[src/rtl/conv_encoder.sv]
// Rate-1/2, K=3 convolutional encoder with valid/ready input and output
// handshakes. Each frame carries FRAME_LEN data bits followed by two zero tail
// bits, so the shift register always ends the frame back in state 0.
module conv_encoder #(
  parameter int unsigned FRAME_LEN = 8,
  parameter logic [2:0]  G0        = 3'b111,
  parameter logic [2:0]  G1        = 3'b101
) (
  input  logic       clk,
  input  logic       rst,
  input  logic       start,
  input  logic       din,
  input  logic       din_valid,
  output logic       din_ready,
  output logic [1:0] enc_pair,
  output logic       enc_valid,
  input  logic       enc_ready,
  output logic       busy,
  output logic       frame_done
);

  localparam int unsigned CntW = $clog2(FRAME_LEN + 1);

  typedef enum logic [1:0] {StIdle, StData, StTail, StDrain} state_e;

  state_e          state_q, state_d;
  logic [1:0]      sr_q, sr_d;
  logic [CntW-1:0] cnt_q, cnt_d;
  logic            tail_q, tail_d;  // first tail bit already encoded
  logic [1:0]      pair_q, pair_d;
  logic            valid_q, valid_d;
  logic            done_q, done_d;

  logic            slot_free;
  logic            encode;
  logic            bit_in;
  logic [2:0]      win;

  // Next-state, encode decision and output-slot update.
  always_comb begin
    slot_free = !valid_q || enc_ready;
    state_d   = state_q;
    sr_d      = sr_q;
    cnt_d     = cnt_q;
    tail_d    = tail_q;
    done_d    = 1'b0;
    din_ready = 1'b0;
    encode    = 1'b0;
    bit_in    = 1'b0;

    unique case (state_q)
      StIdle: begin
        if (start) state_d = StData;
      end
      StData: begin
        din_ready = slot_free;
        if (din_valid && slot_free) begin
          encode = 1'b1;
          bit_in = din;
          cnt_d  = cnt_q + 1'b1;
          if (cnt_q == CntW'(FRAME_LEN - 1)) state_d = StTail;
        end
      end
      StTail: begin
        // Tail bits are zeros generated internally; din_valid plays no part.
        if (slot_free) begin
          encode = 1'b1;
          tail_d = 1'b1;
          if (tail_q) begin
            tail_d  = 1'b0;
            state_d = StDrain;
          end
        end
      end
      StDrain: begin
        if (valid_q && enc_ready) begin
          done_d  = 1'b1;
          sr_d    = '0;
          cnt_d   = '0;
          state_d = StIdle;
        end
      end
      default: state_d = StIdle;
    endcase

    win = {bit_in, sr_q[0], sr_q[1]};
    if (encode) sr_d = {sr_q[0], bit_in};

    // A new pair overwrites the slot even while the old one drains: no bubble.
    pair_d  = pair_q;
    valid_d = valid_q;
    if (encode) begin
      pair_d  = {^(win & G0), ^(win & G1)};
      valid_d = 1'b1;
    end else if (valid_q && enc_ready) begin
      valid_d = 1'b0;
    end
  end

  // State and output registers; synchronous reset drops any in-flight pair.
  always_ff @(posedge clk) begin
    if (rst) begin
      state_q <= StIdle;
      sr_q    <= '0;
      cnt_q   <= '0;
      tail_q  <= 1'b0;
      pair_q  <= 2'b00;
      valid_q <= 1'b0;
      done_q  <= 1'b0;
    end else begin
      state_q <= state_d;
      sr_q    <= sr_d;
      cnt_q   <= cnt_d;
      tail_q  <= tail_d;
      pair_q  <= pair_d;
      valid_q <= valid_d;
      done_q  <= done_d;
    end
  end

  assign enc_pair   = pair_q;
  assign enc_valid  = valid_q;
  assign frame_done = done_q;
  assign busy       = (state_q != StIdle);

endmodule

[config.mk]
export PLATFORM = sky130hd
export DESIGN_NAME = conv_encoder
export DESIGN_NICKNAME = d
export VERILOG_FILES = /design/src/rtl/conv_encoder.sv
export SDC_FILE = /design/constraint.sdc
export NUM_CORES = 1
export LEC_CHECK = 0
export CORE_UTILIZATION = 40
export CTS_BUF_LIST = sky130_fd_sc_hd__clkbuf_4 sky130_fd_sc_hd__clkbuf_8 sky130_fd_sc_hd__clkbuf_16
export CTS_CLUSTER_DIAMETER = 30
export DETAILED_ROUTE_END_ITERATION = 12
export PLACE_DENSITY = 0.72
export SETUP_SLACK_MARGIN = 0.15
export SLEW_MARGIN = 20
export SYNTH_ARGS = -nofsm -noshare
export SYNTH_HDL_FRONTEND = slang
export SYNTH_SLANG_ARGS = --single-unit
[constraint.sdc]
create_clock -name clk -period 2.45 [get_ports clk]
set_input_delay 0.245 -clock clk [delete_from_list [all_inputs] [get_ports clk]]
set_output_delay 0.245 -clock clk [all_outputs]
set_load 0.02 [all_outputs]
==> metrics <==
unrepaired setup endpoints after global routing=false; Antenna Nets Post-Route=0; core area=0.001727 mm2; min-delay src=cnt_q[1]$_SDFFE_PP0P_; DR pass1 iterations=4; Yosys reg bits=13; Fin Hold WS=0.4869 ns; Final #Nets=111; Hold Vio Cnt, Final=0; FF-to-FF setup slack=0.62 ns; Die ar.=0.002025 mm2; GR Overflow Total=0; RR Startpoint=state_q[1]$_SDFFE_PP0P_; GRT Total Usage=0.1657; Max clock buf depth=2; Max stage delay cell, worst path=clkdlybuf4s50_1; Critical Path, Cell by Cell=inv_1 -> ha_1 -> and2_1 -> clkdlybuf4s50_1; hpwl dp=1109 um; commonest non-fill, non-tap cell in the layout=dfxtp_1; CP Launch Point=state_q[1]$_SDFFE_PP0P_; final worst-path cycle share=0.8308; Syn Inst Count=85; vias per cell=5.398; Worst VDD drop=0.4443 mV; vias=664; starting density of the core=0.4283; clock root buffer=clkbuf_4; insertion delay to the later sink of the worst-skew pair=0.27 ns; Netlist Area Pre-Place=739.5 um2; Post-Place Cell Area=873.3 um2; # IOs=12; pin count of the biggest net entering global routing=15; DRC=0; startpoint type of the worst setup path=flip-flop; CP endpoint=din_ready; syn avg cell area=8.700 um2; HP Class=flip-flop to flip-flop; R2R cell count=6; number of port buffers=11; Max Clock Skew=0.005249 ns; commonest cells after routing, fill and taps aside=dfxtp_1, clkdlybuf4s50_1, nor2_1; post-cts resize count=0; CP endpoint kind=primary output; setup TNS=0 ns; Sinks on Clock Net=13; Lkg Pwr=0.0003246 uW; sequential area share after synthesis=0.3519; yosys warns=0; initial antenna violation count=0; Power Density=922.7 mW/mm2; worst path bufs/invs=2; crit path DAT=1.79 ns; Synth cell types=30; Die Span Y=45.00 um; critical path class=flip-flop to primary output; Fmax=0.4913 GHz; fin area=903.4 um2; critical path depth=4; global-route wire length before repair=2470 um; Post-Route WL=1477 um; post-DR wirelength/cell=12.01 um; family with the most delay on the worst path=buffers and inverters; fillers=178; FF-to-FF End=enc_pair[1]$_SDFFE_PP0P_; status=complete, no violations; Die X=45.00 um; fin crit period=2.036 ns; Critical Path Max Stage Delay=0.60 ns; maxcap violations=0; Slew Limit Headroom=0.5597; utilization after layout=0.5232; final setup fails=0; Num CTS Buffers=3; Tightest Pin Transition=0.6519 ns; antenna diode count=0; Slew Viols, Final=0; CTS tree=yes; GPL Wtd Cong=0.8581; number of global-route vias before repair=574; hold buffers post-CTS=0; H-tree levels=1; Mapped Nets=97; area grow syn2layout=22.17%; clock-pin slew on the worst setup and hold paths=0.09 ns; layout cell share with drive strength beyond 1=0.08163; Rows=15; initial DRC count=17; post-CTS setup buffers=0; critical path peak fanout=7; Critical Path RT=2.20 ns
[stage by stage]
stage | setup slack (ns) | cells | power [uW]
after detailed placement | 0.4697 | 119 | 688.5
after floorplan | 0.7854 | 85 | 569.7
after CTS | 0.3955 | 123 | 837.2
final | 0.4145 | 123 | 833.5
after global routing | 0.2835 | 123 | 902.0
after global placement | 0.4840 | 119 | 681.0
[tightest hold or removal path, cell delays in order (launching register included)]
cell and delay [ns]:
dfxtp_1 0.34, nand2_1 0.06, a21oi_1 0.05
[worst min path at each step]
stage                                        to  slack (ns)  cells past startpoint
final                     cnt_q[1]$_SDFFE_PP0P_        0.49                      2
after global routing      cnt_q[1]$_SDFFE_PP0P_        0.52                      2
after CTS                 cnt_q[1]$_SDFFE_PP0P_        0.49                      2
after detailed placement  cnt_q[1]$_SDFFE_PP0P_        0.47                      2
after global placement    cnt_q[1]$_SDFFE_PP0P_        0.46                      2
after floorplan           cnt_q[2]$_SDFFE_PP0P_        0.41                      2
[cells in the mapped netlist]
cell type	count	area (um2)
dfxtp_1	13	260.3
nor2_1	9	33.78
a21oi_1	6	30.03
ha_1	6	75.07
inv_1	6	22.52
nand2_1	5	18.77
o21ai_0	5	25.02
nor3b_1	4	30.03
mux2i_1	3	30.03
nand3_1	3	15.01
and2_1	2	12.51
clkbuf_1	2	7.510
nand3b_1	2	15.01
nand4_1	2	12.51
or3_1	2	12.51
a2111oi_2	1	15.01
a2bb2oi_1	1	8.760
a311o_1	1	10.01
a311oi_1	1	8.760
a31o_2	1	8.760
a31oi_1	1	6.260
a32oi_1	1	8.760
a41o_2	1	11.26
nor2b_1	1	6.260
o32a_1	1	10.01
o32ai_1	1	8.760
o41ai_1	1	8.760
or2b_1	1	7.510
or3_4	1	11.26
xnor2_1	1	8.760
[cell type report]
| type | instances | area, um2 | area share |
|---|---|---|---|
| Multi-Input combinational cell | 64 | 449.2 | 0.4972 |
| Sequential cell | 13 | 260.3 | 0.2881 |
| Timing Repair Buffer | 11 | 110.1 | 0.1219 |
| Tap cell | 25 | 31.28 | 0.03463 |
| Clock buffer | 4 | 30.03 | 0.03324 |
| Inverter | 6 | 22.52 | 0.02493 |
[sequential cells by signal, summed over array words and instances (netlist names)]
signal and cells:
cnt_q 4, frame_done 1, state_q 2, tail_q 1, sr_q 2, enc_pair 2
enc_valid 1
[power breakdown]
part           internal (uW)  switching (uW)  leakage (uW)  total, uW
logic                    185             221      0.000201        407
registers                249            31.6      0.000105        280
clock network           74.0            72.6     0.0000184        147
total                    508             326      0.000325        834
[layer usage]
layer  share of wire  wire (um)  up-vias  GRT usage
met3           0.043         63        2    0.03600
met2            0.45        663       13     0.2377
met4          0.0088         13        0    0.06061
met1            0.50        737      310     0.2414
li1                -          -      339          -
met5               0          0        -          0
[logic make-up after synthesis]
family / Yosys count / synth area share
simple gates: 32 / 0.2369
compound gates: 22 / 0.2166
flops: 13 / 0.3519
buf+inv: 8 / 0.04061
fa+ha+maj: 6 / 0.1015
mux: 3 / 0.04061
xor+xnor: 1 / 0.01185
(Power assumes the default switching activity.)
